<file path="config.mk">
export PLATFORM = sky130hd
export DESIGN_NAME = sn_dispatch_flat
export DESIGN_NICKNAME = d
export VERILOG_FILES = /design/src/rtl/sn_dispatch_if.sv /design/src/rtl/sn_dispatch.sv /design/src/flat_wrapper.sv
export SDC_FILE = /design/constraint.sdc
export NUM_CORES = 1
export LEC_CHECK = 0
export CELL_PAD_IN_SITES_DETAIL_PLACEMENT = 0
export CELL_PAD_IN_SITES_GLOBAL_PLACEMENT = 1
export CORE_ASPECT_RATIO = 0.7
export CORE_MARGIN = 4
export CORE_UTILIZATION = 27
export DETAILED_ROUTE_END_ITERATION = 6
export GPL_ROUTABILITY_DRIVEN = 0
export PLACE_DENSITY = 0.89
export SLEW_MARGIN = 20
export SYNTH_ARGS = -nofsm -noshare
export SYNTH_HDL_FRONTEND = slang
export SYNTH_SLANG_ARGS = --single-unit
</file>
<file path="constraint.sdc">
create_clock -name clk -period 2.75 [get_ports clk]
set_clock_uncertainty 0.1 [all_clocks]
set_input_delay 0.55 -clock clk [delete_from_list [all_inputs] [get_ports clk]]
set_output_delay 0.55 -clock clk [all_outputs]
set_load 0.05 [all_outputs]
</file>
<file path="src/rtl/sn_dispatch_if.sv">
// Snooper/core bundle for sn_dispatch. The slave modport is the dispatcher and
// the master modport is the snooper plus the p3 cores around it.
interface sn_dispatch_if #(
  parameter int NUM_CORES         = 4,
  parameter int SEL_WIDTH         = 2,
  parameter int SN_FWD_ADDR_WIDTH = 9,
  parameter int DATA_WIDTH        = 64,
  parameter int INC_WIDTH         = 8
) ();
  logic [SN_FWD_ADDR_WIDTH-1:0] sn_addr;
  logic [DATA_WIDTH-1:0]        sn_wr_data;
  logic                         sn_wr_en;
  logic [INC_WIDTH-1:0]         sn_byte_inc;
  logic                         sn_done;
  logic                         sn_done_ack;
  logic                         rdy_for_sn;
  logic                         rdy_for_sn_ack;
  logic [SN_FWD_ADDR_WIDTH-1:0] core_addr;
  logic [DATA_WIDTH-1:0]        core_wr_data;
  logic [INC_WIDTH-1:0]         core_byte_inc;
  logic [NUM_CORES-1:0]         core_wr_en;
  logic [NUM_CORES-1:0]         core_done;
  logic [NUM_CORES-1:0]         core_done_ack;
  logic [NUM_CORES-1:0]         core_rdy;
  logic [NUM_CORES-1:0]         core_rdy_ack;
  logic [SEL_WIDTH-1:0]         cur_sel;
  logic [31:0]                  pkt_cnt;
  logic [15:0]                  drop_cnt;

  modport master (
    output sn_addr, sn_wr_data, sn_wr_en, sn_byte_inc, sn_done, rdy_for_sn_ack,
           core_done_ack, core_rdy,
    input  sn_done_ack, rdy_for_sn, core_addr, core_wr_data, core_byte_inc,
           core_wr_en, core_done, core_rdy_ack, cur_sel, pkt_cnt, drop_cnt
  );

  modport slave (
    input  sn_addr, sn_wr_data, sn_wr_en, sn_byte_inc, sn_done, rdy_for_sn_ack,
           core_done_ack, core_rdy,
    output sn_done_ack, rdy_for_sn, core_addr, core_wr_data, core_byte_inc,
           core_wr_en, core_done, core_rdy_ack, cur_sel, pkt_cnt, drop_cnt
  );
endinterface

</file>
<file path="src/rtl/sn_dispatch.sv">
// Round-robin dispatcher sharing one snooper write stream among NUM_CORES p3 cores.
// Define SN_DISPATCH_BUF_EN to add one register stage on the write/done paths.
module sn_dispatch #(
  parameter int NUM_CORES         = 4,
  parameter int SEL_WIDTH         = 2,
  parameter int SN_FWD_ADDR_WIDTH = 9,
  parameter int DATA_WIDTH        = 64,
  parameter int INC_WIDTH         = 8
) (
  input  logic         clk,
  input  logic         rst,
  sn_dispatch_if.slave bus
);

  typedef enum logic [1:0] {
    IDLE  = 2'd0,
    OFFER = 2'd1,
    BUSY  = 2'd2
  } state_e;

  state_e               state_q;
  logic [SEL_WIDTH-1:0] cur_sel_q;
  logic [SEL_WIDTH-1:0] last_grant_q;
  logic                 rdy_for_sn_q;
  logic [31:0]          pkt_cnt_q;
  logic [15:0]          drop_cnt_q;

  logic [SEL_WIDTH-1:0] pick_sel_d;
  logic                 pick_vld_d;
  logic [SEL_WIDTH-1:0] cand;
  logic [NUM_CORES-1:0] sel_oh;
  logic                 busy;
  logic                 claim;
  logic                 done_hs;
  logic                 drop;

  // Scan starts just after the last granted core so every ready core gets a turn.
  // NOTE: every always_comb output gets a default first, so no latch is inferred.
  always_comb begin
    pick_vld_d = 1'b0;
    pick_sel_d = '0;
    cand       = '0;
    for (int i = 1; i <= NUM_CORES; i++) begin
      cand = SEL_WIDTH'((int'(last_grant_q) + i) % NUM_CORES);
      if (!pick_vld_d && bus.core_rdy[cand]) begin
        pick_vld_d = 1'b1;
        pick_sel_d = cand;
      end
    end
  end

  always_comb begin
    sel_oh            = '0;
    sel_oh[cur_sel_q] = 1'b1;
  end

  assign busy  = (state_q == BUSY);
  assign claim = (state_q == OFFER) && bus.rdy_for_sn_ack;
  assign drop  = bus.sn_wr_en && !busy;

  assign bus.core_rdy_ack = claim ? sel_oh : '0;
  assign bus.sn_done_ack  = done_hs;
  assign bus.rdy_for_sn   = rdy_for_sn_q;
  assign bus.cur_sel      = cur_sel_q;
  assign bus.pkt_cnt      = pkt_cnt_q;
  assign bus.drop_cnt     = drop_cnt_q;

`ifdef SN_DISPATCH_BUF_EN
  logic [NUM_CORES-1:0]         wr_oh_q;
  logic [NUM_CORES-1:0]         done_oh_q;
  logic [SN_FWD_ADDR_WIDTH-1:0] addr_q;
  logic [DATA_WIDTH-1:0]        data_q;
  logic [INC_WIDTH-1:0]         inc_q;

  // Done is dropped from the stage once its handshake completes, so the core
  // never sees a stale done after the dispatcher has returned to IDLE.
  assign done_hs = busy && |(done_oh_q & bus.core_done_ack);

  always_ff @(posedge clk or posedge rst) begin
    if (rst) begin
      wr_oh_q   <= '0;
      done_oh_q <= '0;
    end else begin
      wr_oh_q   <= (busy && bus.sn_wr_en) ? sel_oh : '0;
      done_oh_q <= (busy && bus.sn_done && !done_hs) ? sel_oh : '0;
    end
  end

  // NOTE: the broadcast datapath carries no reset; it is qualified by the strobes.
  always_ff @(posedge clk) begin
    addr_q <= bus.sn_addr;
    data_q <= bus.sn_wr_data;
    inc_q  <= bus.sn_byte_inc;
  end

  assign bus.core_wr_en    = wr_oh_q;
  assign bus.core_done     = done_oh_q;
  assign bus.core_addr     = addr_q;
  assign bus.core_wr_data  = data_q;
  assign bus.core_byte_inc = inc_q;
`else
  assign done_hs           = busy && bus.sn_done && bus.core_done_ack[cur_sel_q];
  assign bus.core_wr_en    = (busy && bus.sn_wr_en) ? sel_oh : '0;
  assign bus.core_done     = (busy && bus.sn_done) ? sel_oh : '0;
  assign bus.core_addr     = bus.sn_addr;
  assign bus.core_wr_data  = bus.sn_wr_data;
  assign bus.core_byte_inc = bus.sn_byte_inc;
`endif

  // NOTE: sequential state uses non-blocking assignments only.
  always_ff @(posedge clk or posedge rst) begin
    if (rst) begin
      state_q      <= IDLE;
      cur_sel_q    <= '0;
      last_grant_q <= SEL_WIDTH'(NUM_CORES - 1);
      rdy_for_sn_q <= 1'b0;
      pkt_cnt_q    <= '0;
      drop_cnt_q   <= '0;
    end else begin
      case (state_q)
        IDLE: begin
          if (pick_vld_d) begin
            cur_sel_q    <= pick_sel_d;
            rdy_for_sn_q <= 1'b1;
            state_q      <= OFFER;
          end
        end
        OFFER: begin
          // A claim in the same cycle as the core withdrawing still wins.
          if (bus.rdy_for_sn_ack) begin
            last_grant_q <= cur_sel_q;
            rdy_for_sn_q <= 1'b0;
            state_q      <= BUSY;
          end else if (!bus.core_rdy[cur_sel_q]) begin
            rdy_for_sn_q <= 1'b0;
            state_q      <= IDLE;
          end
        end
        BUSY: begin
          if (done_hs) begin
            pkt_cnt_q <= pkt_cnt_q + 32'd1;
            state_q   <= IDLE;
          end
        end
        default: begin
          rdy_for_sn_q <= 1'b0;
          state_q      <= IDLE;
        end
      endcase

      if (drop && (drop_cnt_q != 16'hFFFF)) begin
        drop_cnt_q <= drop_cnt_q + 16'd1;
      end
    end
  end

endmodule

</file>
<file path="src/flat_wrapper.sv">
// flat-port wrapper written by rule: the top's interface ports become plain ports
module sn_dispatch_flat 
#(
  parameter int NUM_CORES         = 4,
  parameter int SEL_WIDTH         = 2,
  parameter int SN_FWD_ADDR_WIDTH = 9,
  parameter int DATA_WIDTH        = 64,
  parameter int INC_WIDTH         = 8
)
  (clk, rst, bus_sn_addr, bus_sn_wr_data, bus_sn_wr_en, bus_sn_byte_inc, bus_sn_done, bus_rdy_for_sn_ack, bus_core_done_ack, bus_core_rdy, bus_sn_done_ack, bus_rdy_for_sn, bus_core_addr, bus_core_wr_data, bus_core_byte_inc, bus_core_wr_en, bus_core_done, bus_core_rdy_ack, bus_cur_sel, bus_pkt_cnt, bus_drop_cnt);
  sn_dispatch_if #(.NUM_CORES(NUM_CORES), .SEL_WIDTH(SEL_WIDTH), .SN_FWD_ADDR_WIDTH(SN_FWD_ADDR_WIDTH), .DATA_WIDTH(DATA_WIDTH), .INC_WIDTH(INC_WIDTH)) bus_i ();
  input  logic clk;
  input  logic rst;
  input wire logic [$bits(bus_i.sn_addr)-1:0] bus_sn_addr;
  input wire logic [$bits(bus_i.sn_wr_data)-1:0] bus_sn_wr_data;
  input wire logic [$bits(bus_i.sn_wr_en)-1:0] bus_sn_wr_en;
  input wire logic [$bits(bus_i.sn_byte_inc)-1:0] bus_sn_byte_inc;
  input wire logic [$bits(bus_i.sn_done)-1:0] bus_sn_done;
  input wire logic [$bits(bus_i.rdy_for_sn_ack)-1:0] bus_rdy_for_sn_ack;
  input wire logic [$bits(bus_i.core_done_ack)-1:0] bus_core_done_ack;
  input wire logic [$bits(bus_i.core_rdy)-1:0] bus_core_rdy;
  output wire logic [$bits(bus_i.sn_done_ack)-1:0] bus_sn_done_ack;
  output wire logic [$bits(bus_i.rdy_for_sn)-1:0] bus_rdy_for_sn;
  output wire logic [$bits(bus_i.core_addr)-1:0] bus_core_addr;
  output wire logic [$bits(bus_i.core_wr_data)-1:0] bus_core_wr_data;
  output wire logic [$bits(bus_i.core_byte_inc)-1:0] bus_core_byte_inc;
  output wire logic [$bits(bus_i.core_wr_en)-1:0] bus_core_wr_en;
  output wire logic [$bits(bus_i.core_done)-1:0] bus_core_done;
  output wire logic [$bits(bus_i.core_rdy_ack)-1:0] bus_core_rdy_ack;
  output wire logic [$bits(bus_i.cur_sel)-1:0] bus_cur_sel;
  output wire logic [$bits(bus_i.pkt_cnt)-1:0] bus_pkt_cnt;
  output wire logic [$bits(bus_i.drop_cnt)-1:0] bus_drop_cnt;
  assign bus_i.sn_addr = bus_sn_addr;
  assign bus_i.sn_wr_data = bus_sn_wr_data;
  assign bus_i.sn_wr_en = bus_sn_wr_en;
  assign bus_i.sn_byte_inc = bus_sn_byte_inc;
  assign bus_i.sn_done = bus_sn_done;
  assign bus_i.rdy_for_sn_ack = bus_rdy_for_sn_ack;
  assign bus_i.core_done_ack = bus_core_done_ack;
  assign bus_i.core_rdy = bus_core_rdy;
  assign bus_sn_done_ack = bus_i.sn_done_ack;
  assign bus_rdy_for_sn = bus_i.rdy_for_sn;
  assign bus_core_addr = bus_i.core_addr;
  assign bus_core_wr_data = bus_i.core_wr_data;
  assign bus_core_byte_inc = bus_i.core_byte_inc;
  assign bus_core_wr_en = bus_i.core_wr_en;
  assign bus_core_done = bus_i.core_done;
  assign bus_core_rdy_ack = bus_i.core_rdy_ack;
  assign bus_cur_sel = bus_i.cur_sel;
  assign bus_pkt_cnt = bus_i.pkt_cnt;
  assign bus_drop_cnt = bus_i.drop_cnt;
  sn_dispatch #(.NUM_CORES(NUM_CORES), .SEL_WIDTH(SEL_WIDTH), .SN_FWD_ADDR_WIDTH(SN_FWD_ADDR_WIDTH), .DATA_WIDTH(DATA_WIDTH), .INC_WIDTH(INC_WIDTH)) u_core (.clk(clk), .rst(rst), .bus(bus_i));
endmodule
</file>
==> After elaboration in Yosys (flattened, before gate mapping) <==
Cells that the tools add are included.
{ "totals": {"reg_bits": 55, "latch_bits": 0, "ram_bits": 0, "mem_bits_ro": 0, "wordCells": 79, "mem_count": 0} }
{ "classes": {"n_addsub": 6, "mul": 0, "div": 0, "order_cmp": 6, "n_eq_ne": 6, "shift": 0, "muxes": 34, "bitwise": 1, "n_reduce_logical": 20} }
{ "ops": {"columns": ["operator", "n"], "rows": [
  ["adder 32 x 1 -> 32 bit (second input constant)", 1],
  ["adder 16 x 1 -> 16 bit (second input constant)", 1],
  ["2-to-1 mux 2 bit", 8],
  ["!= test 16 bit (second input constant)", 1],
  ["< comparator 2 x 3 -> 1 bit (second input constant)", 5],
  ["2-to-1 mux 1 bit", 14],
  ["binary-select mux 1 bit (select 2 bit)", 6],
  ["2-to-1 mux 4 bit", 3],
  ["logical AND 1 bit", 10],
  ["one-hot mux 2 bit (3 select lines)", 1],
  ["AND reduction 2 bit", 3],
  ["AND reduction 3 bit", 2],
  ["adder 2 x 1 -> 2 bit (second input constant)", 2],
  ["adder 2 bit (second input constant)", 2],
  ["logical NOT 1 bit", 4],
  ["!= test 3 bit (second input constant)", 1],
  ["one-hot mux 1 bit (3 select lines)", 1],
  ["demux 1 bit (select 2 bit)", 1],
  ["equality test 2 x 1 -> 1 bit (second input constant)", 1],
  ["equality test 2 bit (second input constant)", 1],
  ["greater-or-equal comparator 2 x 1 -> 1 bit (second input constant)", 1],
  ["logical NOT 2 bit", 1],
  ["!= test 2 x 1 -> 1 bit (second input constant)", 1],
  ["!= test 2 bit (second input constant)", 1],
  ["inverter 1 bit", 1]
]} }

==> Depth between registers and ports, before layout <==
{ "logic_depth": {"word_depth": 15, "ltp_mapped": 7, "depth_no_buf": 5} }

==> Least setup slack after synthesis <==
Ideal clock, no wire load.
{ "synth_path": {"kind": "reg2out", "from": "register u_core.cur_sel_q[1], in the netlist u_core.bus.cur_sel[1]", "to": "output port bus_core_done[0]", "t_arrival_ns": 1.888, "setup_slack_ns": 0.212, "path_stages_with_launch": 3, "path_buffers": 1, "cell_sequence": "dfrtp_1 -> buf_2 -> nor3_1"} }
{ "synth_via": {"elab_chain_len": 5, "elab_cells_between_ends": 6} }
{ "synth_lines": {"columns": ["element", "line", "source"], "rows": [
  ["start: declaration", "sn_dispatch.sv:22", "logic [SEL_WIDTH-1:0] cur_sel_q;"],
  ["start signal: assignment", "sn_dispatch.sv:123", "cur_sel_q <= pick_sel_d;"],
  ["< comparator 2 x 3 -> 1 bit (implied by the code) or greater-or-equal comparator 2 x 1 -> 1 bit (tied branches)", "sn_dispatch.sv:54", "sel_oh[cur_sel_q] = 1'b1;"],
  ["logical AND 1 bit (implied by the code)", "sn_dispatch.sv:54", null],
  ["2-to-1 mux 1 bit (implied by the code)", "sn_dispatch.sv:54", null],
  ["demux 1 bit (select 2 bit) *", null, null],
  ["2-to-1 mux 4 bit *", "sn_dispatch.sv:104", "assign bus.core_done = (busy && bus.sn_done) ? sel_oh : '0;"],
  ["end: declaration", "flat_wrapper.sv:28", "output wire logic [$bits(bus_i.core_done)-1:0] bus_core_done;"]
]} }
Every way passes the cells marked *; elsewhere a longest branch is shown, timed or not.

==> Final worst setup path <==
{ "layout_path": {"from": "register u_core.cur_sel_q[0], in the netlist u_core.bus.cur_sel[0]", "to": "output port bus_sn_done_ack"} }
{ "layout_via": {"elab_chain_len": 3} }
{ "layout_lines": {"columns": ["element", "line", "source"], "rows": [
  ["binary-select mux 1 bit (select 2 bit)", "sn_dispatch.sv:102", "assign done_hs = busy && bus.sn_done && bus.core_done_ack[cur_sel_q];"],
  ["2-to-1 mux 1 bit (implied by the code)", "sn_dispatch.sv:102", null],
  ["logical AND 1 bit", "sn_dispatch.sv:102", null],
  ["end: declaration", "flat_wrapper.sv:22", "output wire logic [$bits(bus_i.sn_done_ack)-1:0] bus_sn_done_ack;"]
]} }
No other way between the ends. The select of a mux whose other input is x is not followed.

==> flow_metrics.tcl <==
set metrics [dict create \
    r2r_cells 4 \
    r2r-start "u_core.bus.cur_sel[0]$_DFFE_PP0P_" \
    async_flop_share_pct 100 \
    power_leakage_uw 0.00175 \
    track_usage_pct 11.1 \
    slowest_delay_ns 0.64 \
    fin_nets 439 \
    yosys_warnings 0 \
    drc 0 \
    gr-total-overflow 0 \
    required_ns 2.10 \
    diodes 0 \
    cts_made_buffers 5 \
    cts_tree "yes" \
    setup-tns-final_ns 0 \
    clockBufferDepth 2 \
    dieArea_mm2 0.0147 \
    startpoint "u_core.bus.cur_sel[0]$_DFFE_PP0P_" \
    powerDensity_mw_per_mm2 781 \
    post_cts_buffers 0 \
    min_period_ns 2.59 \
    tightest_slew_ns 0.600 \
    setup_violations 0 \
    synth_cell_types 48 \
    hp-class "reg2reg" \
    htreeDepth 2 \
    slew_viol_final 0 \
    syn-num-nets 440 \
    rsz0062_at_grt "no" \
    netlist.top_cell.by_area "dfrtp_1" \
    endpoint "bus_sn_done_ack" \
    rows 34 \
    maxCapViolations 0 \
    max_freq_mhz 386 \
    area_growth_pct 19.2 \
    multi_input_area_mm2 0.00139 \
    ys_top_cells_by_area "dfrtp_1 38%, buf_4 18%, xor2_1 6.8%, xnor2_1 3.8%, nand3_1 2.3%" \
    synth_edf_count 0 \
    die_w_um 143 \
    die_h_um 103 \
    grt_pass1_vias 2534 \
    grt_max_degree 32 \
    routedWlPerCell_um 15.8 \
    root_buffer "clkbuf_16" \
    syn_area_mm2 0.00345 \
    peakVddDrop_mv 0.719 \
    synthFlopType "dfrtp_1" \
    drive_gt1_share_pct 14.8 \
    cts.sinks 55 \
    status "completed" \
    post-route-period-util_pct 94.1 \
    drtIter0Drc 104 \
    end_kind "output port" \
    io_pins 239 \
    io_buffers 76 \
    clk-insertion-delay-late_ns 0.29 \
    crit_type "reg2out" \
    cts.clk_slew.worst_paths_ns 0.07 \
    crit_chain "mux4_2 > and2_1 > buf_12" \
    syn_area_per_cell_um2 10.0 \
    seqCellArea_mm2 0.00138 \
    startpoint_type "flop" \
    max_slew_margin_pct 60.0 \
    ys_ff_latch 55 \
    final_hold_viol_count 0 \
    final_cells 506 \
    viasPerCell 4.81 \
    dpl.hpwl_um 6030 \
    path_max_fanout 11 \
    antenna_found_initial 0 \
    fillers 1247 \
    r2r_slack_ns 0.59 \
    ys_seq_area_share_pct 39.9 \
    postRouteAntennaNets 0 \
    synth_top_area_share_pct 38.4 \
    postSynthCellCount 344 \
    drt-pass1-iter-count 4 \
    place_inst 498 \
    cp_data_arrival_time_ns 1.94 \
    crit_slowest_cell "mux4_2" \
    core_mm2 0.0125 \
    drt-total-wl_um 7970 \
    num_vias 2436 \
    grt_pass1_wl_um 13000 \
    floorplan.initialDensity_pct 27.7 \
    r2r_end "u_core.bus.pkt_cnt[31]$_DFFE_PP0P_" \
]
-- worst min-delay path by stage --
stage                     depth (start not counted)                            endpoint                                from
after floorplan                                   2       u_core.state_q[0]$_DFFE_PP0P_       u_core.state_q[0]$_DFFE_PP0P_
after global placement                            1  u_core.bus.pkt_cnt[31]$_DFFE_PP0P_  u_core.bus.pkt_cnt[31]$_DFFE_PP0P_
after detailed placement                          1  u_core.bus.pkt_cnt[31]$_DFFE_PP0P_  u_core.bus.pkt_cnt[31]$_DFFE_PP0P_
after CTS                                         1  u_core.bus.pkt_cnt[31]$_DFFE_PP0P_  u_core.bus.pkt_cnt[31]$_DFFE_PP0P_
after global routing                              1  u_core.bus.pkt_cnt[28]$_DFFE_PP0P_  u_core.bus.pkt_cnt[28]$_DFFE_PP0P_
final                                             1  u_core.bus.pkt_cnt[31]$_DFFE_PP0P_  u_core.bus.pkt_cnt[31]$_DFFE_PP0P_
-- cells in the mapped netlist (2+ instances only) --
master and n:
xor2_1 27, and3_1 6, and4_1 7, and2_1 3, nand4_1 10, nor3_1 10, a31oi_1 5, mux4_2 2
clkbuf_1 3, buf_2 3, nand2b_1 5, xnor2_1 15, o21ai_0 2, buf_4 81, dfstp_2 2, nor4_1 8
nand3_1 16, ha_1 2, nand3b_1 2, mux2_2 4, nor2_1 18, nor3_2 8, buf_6 3, a21oi_1 3
inv_1 6, nand2_1 19, dfrtp_1 53
-- repair_timing --
| action | 4_1_cts | 5_1_grt |
|---|---|---|
| endpoints found under the setup margin | 0 | 1 |
| hold buffers | 0 | 0 |
| resized for setup | 0 | 1 |
-- layout make-up --
class,count,share of cell area [%]
repair buffers,82,23.0
clock inverters,2,0.942
well taps,162,4.92
flip-flops and latches,55,33.5
clock buffers,6,3.37
inverters,6,0.547
multi-input cells,193,33.7
-- flip-flops by register name (all words and copies together) (netlist names) --
signal and cells:
u_core.bus.cur_sel 2, u_core.bus.drop_cnt 16, u_core.bus.pkt_cnt 32, u_core.bus.rdy_for_sn 1, u_core.last_grant_q 2, u_core.state_q 2
-- placed cells by master, fill, tap and decap left out, types with 2 or more instances in the layout --
| master | synthesis | layout |
|---|---|---|
| clkdlybuf4s50_1 | 0 | 63 |
| dfrtp_1 | 53 | 53 |
| xor2_1 | 27 | 27 |
| nand2_1 | 19 | 19 |
| nor2_1 | 18 | 18 |
| nand3_1 | 16 | 16 |
| xnor2_1 | 15 | 15 |
| buf_12 | 0 | 14 |
| nand4_1 | 10 | 10 |
| nor3_1 | 10 | 10 |
| nor3_2 | 8 | 8 |
| nor4_1 | 8 | 8 |
| and4_1 | 7 | 7 |
| and3_1 | 6 | 6 |
| nand2b_1 | 5 | 5 |
| a31oi_1 | 5 | 5 |
| inv_1 | 6 | 5 |
| clkbuf_16 | 0 | 5 |
| buf_4 | 81 | 5 |
| mux2_2 | 4 | 4 |
| and2_1 | 3 | 3 |
| a21oi_1 | 3 | 3 |
| mux4_2 | 2 | 2 |
| o21ai_0 | 2 | 2 |
| nand3b_1 | 2 | 2 |
| ha_1 | 2 | 2 |
| dfstp_2 | 2 | 2 |
-- metrics by stage --
step	power, µW	setup WS (ns)	util [%]	area (µm²)	hold slack [ns]
CTS	3260	0.0326	33.0	4110	0.378
floorplan	2300	0.212	-	3450	0.450
global route	3410	0.0459	33.0	4120	0.412
detailed placement	2490	0.180	31.6	3940	0.366
finish	3220	0.162	33.0	4120	0.374
global placement	2460	0.189	31.6	3940	0.358
-- report_power, final --
group          switching (µW)  leakage (µW)  internal [µW]
clock network             295     0.0000875            458
registers                 218      0.000721            954
logic                     780      0.000939            511
total                    1290       0.00175           1920
-- cells by family after synthesis --
logic type,synth area share [%]
and+or+nand+nor,21.8
xor gates and xnor gates,10.7
DFF,39.9
adders and majority gates,0.725
buffers and inverters,20.0
AOI/OAI and AO/OA,3.59
muxes,3.33
-- worst max-delay path: cells and delay by family, from the launching register on --
family	cells	cell delay, ns
simple gates	1	0.23
buf+inv	1	0.17
mux	1	0.64
flops	1	0.60
-- layer usage --
| metal | up-vias | GRT usage, % | wire length (µm) |
|---|---|---|---|
| met3 | 26 | 4.36 | 676 |
| met5 | - | 0 | 0 |
| met1 | 1167 | 14.7 | 3460 |
| li1 | 1107 | - | - |
| met2 | 136 | 17.1 | 3690 |
| met4 | 0 | 2.78 | 140 |
(Power assumes the default switching activity.)
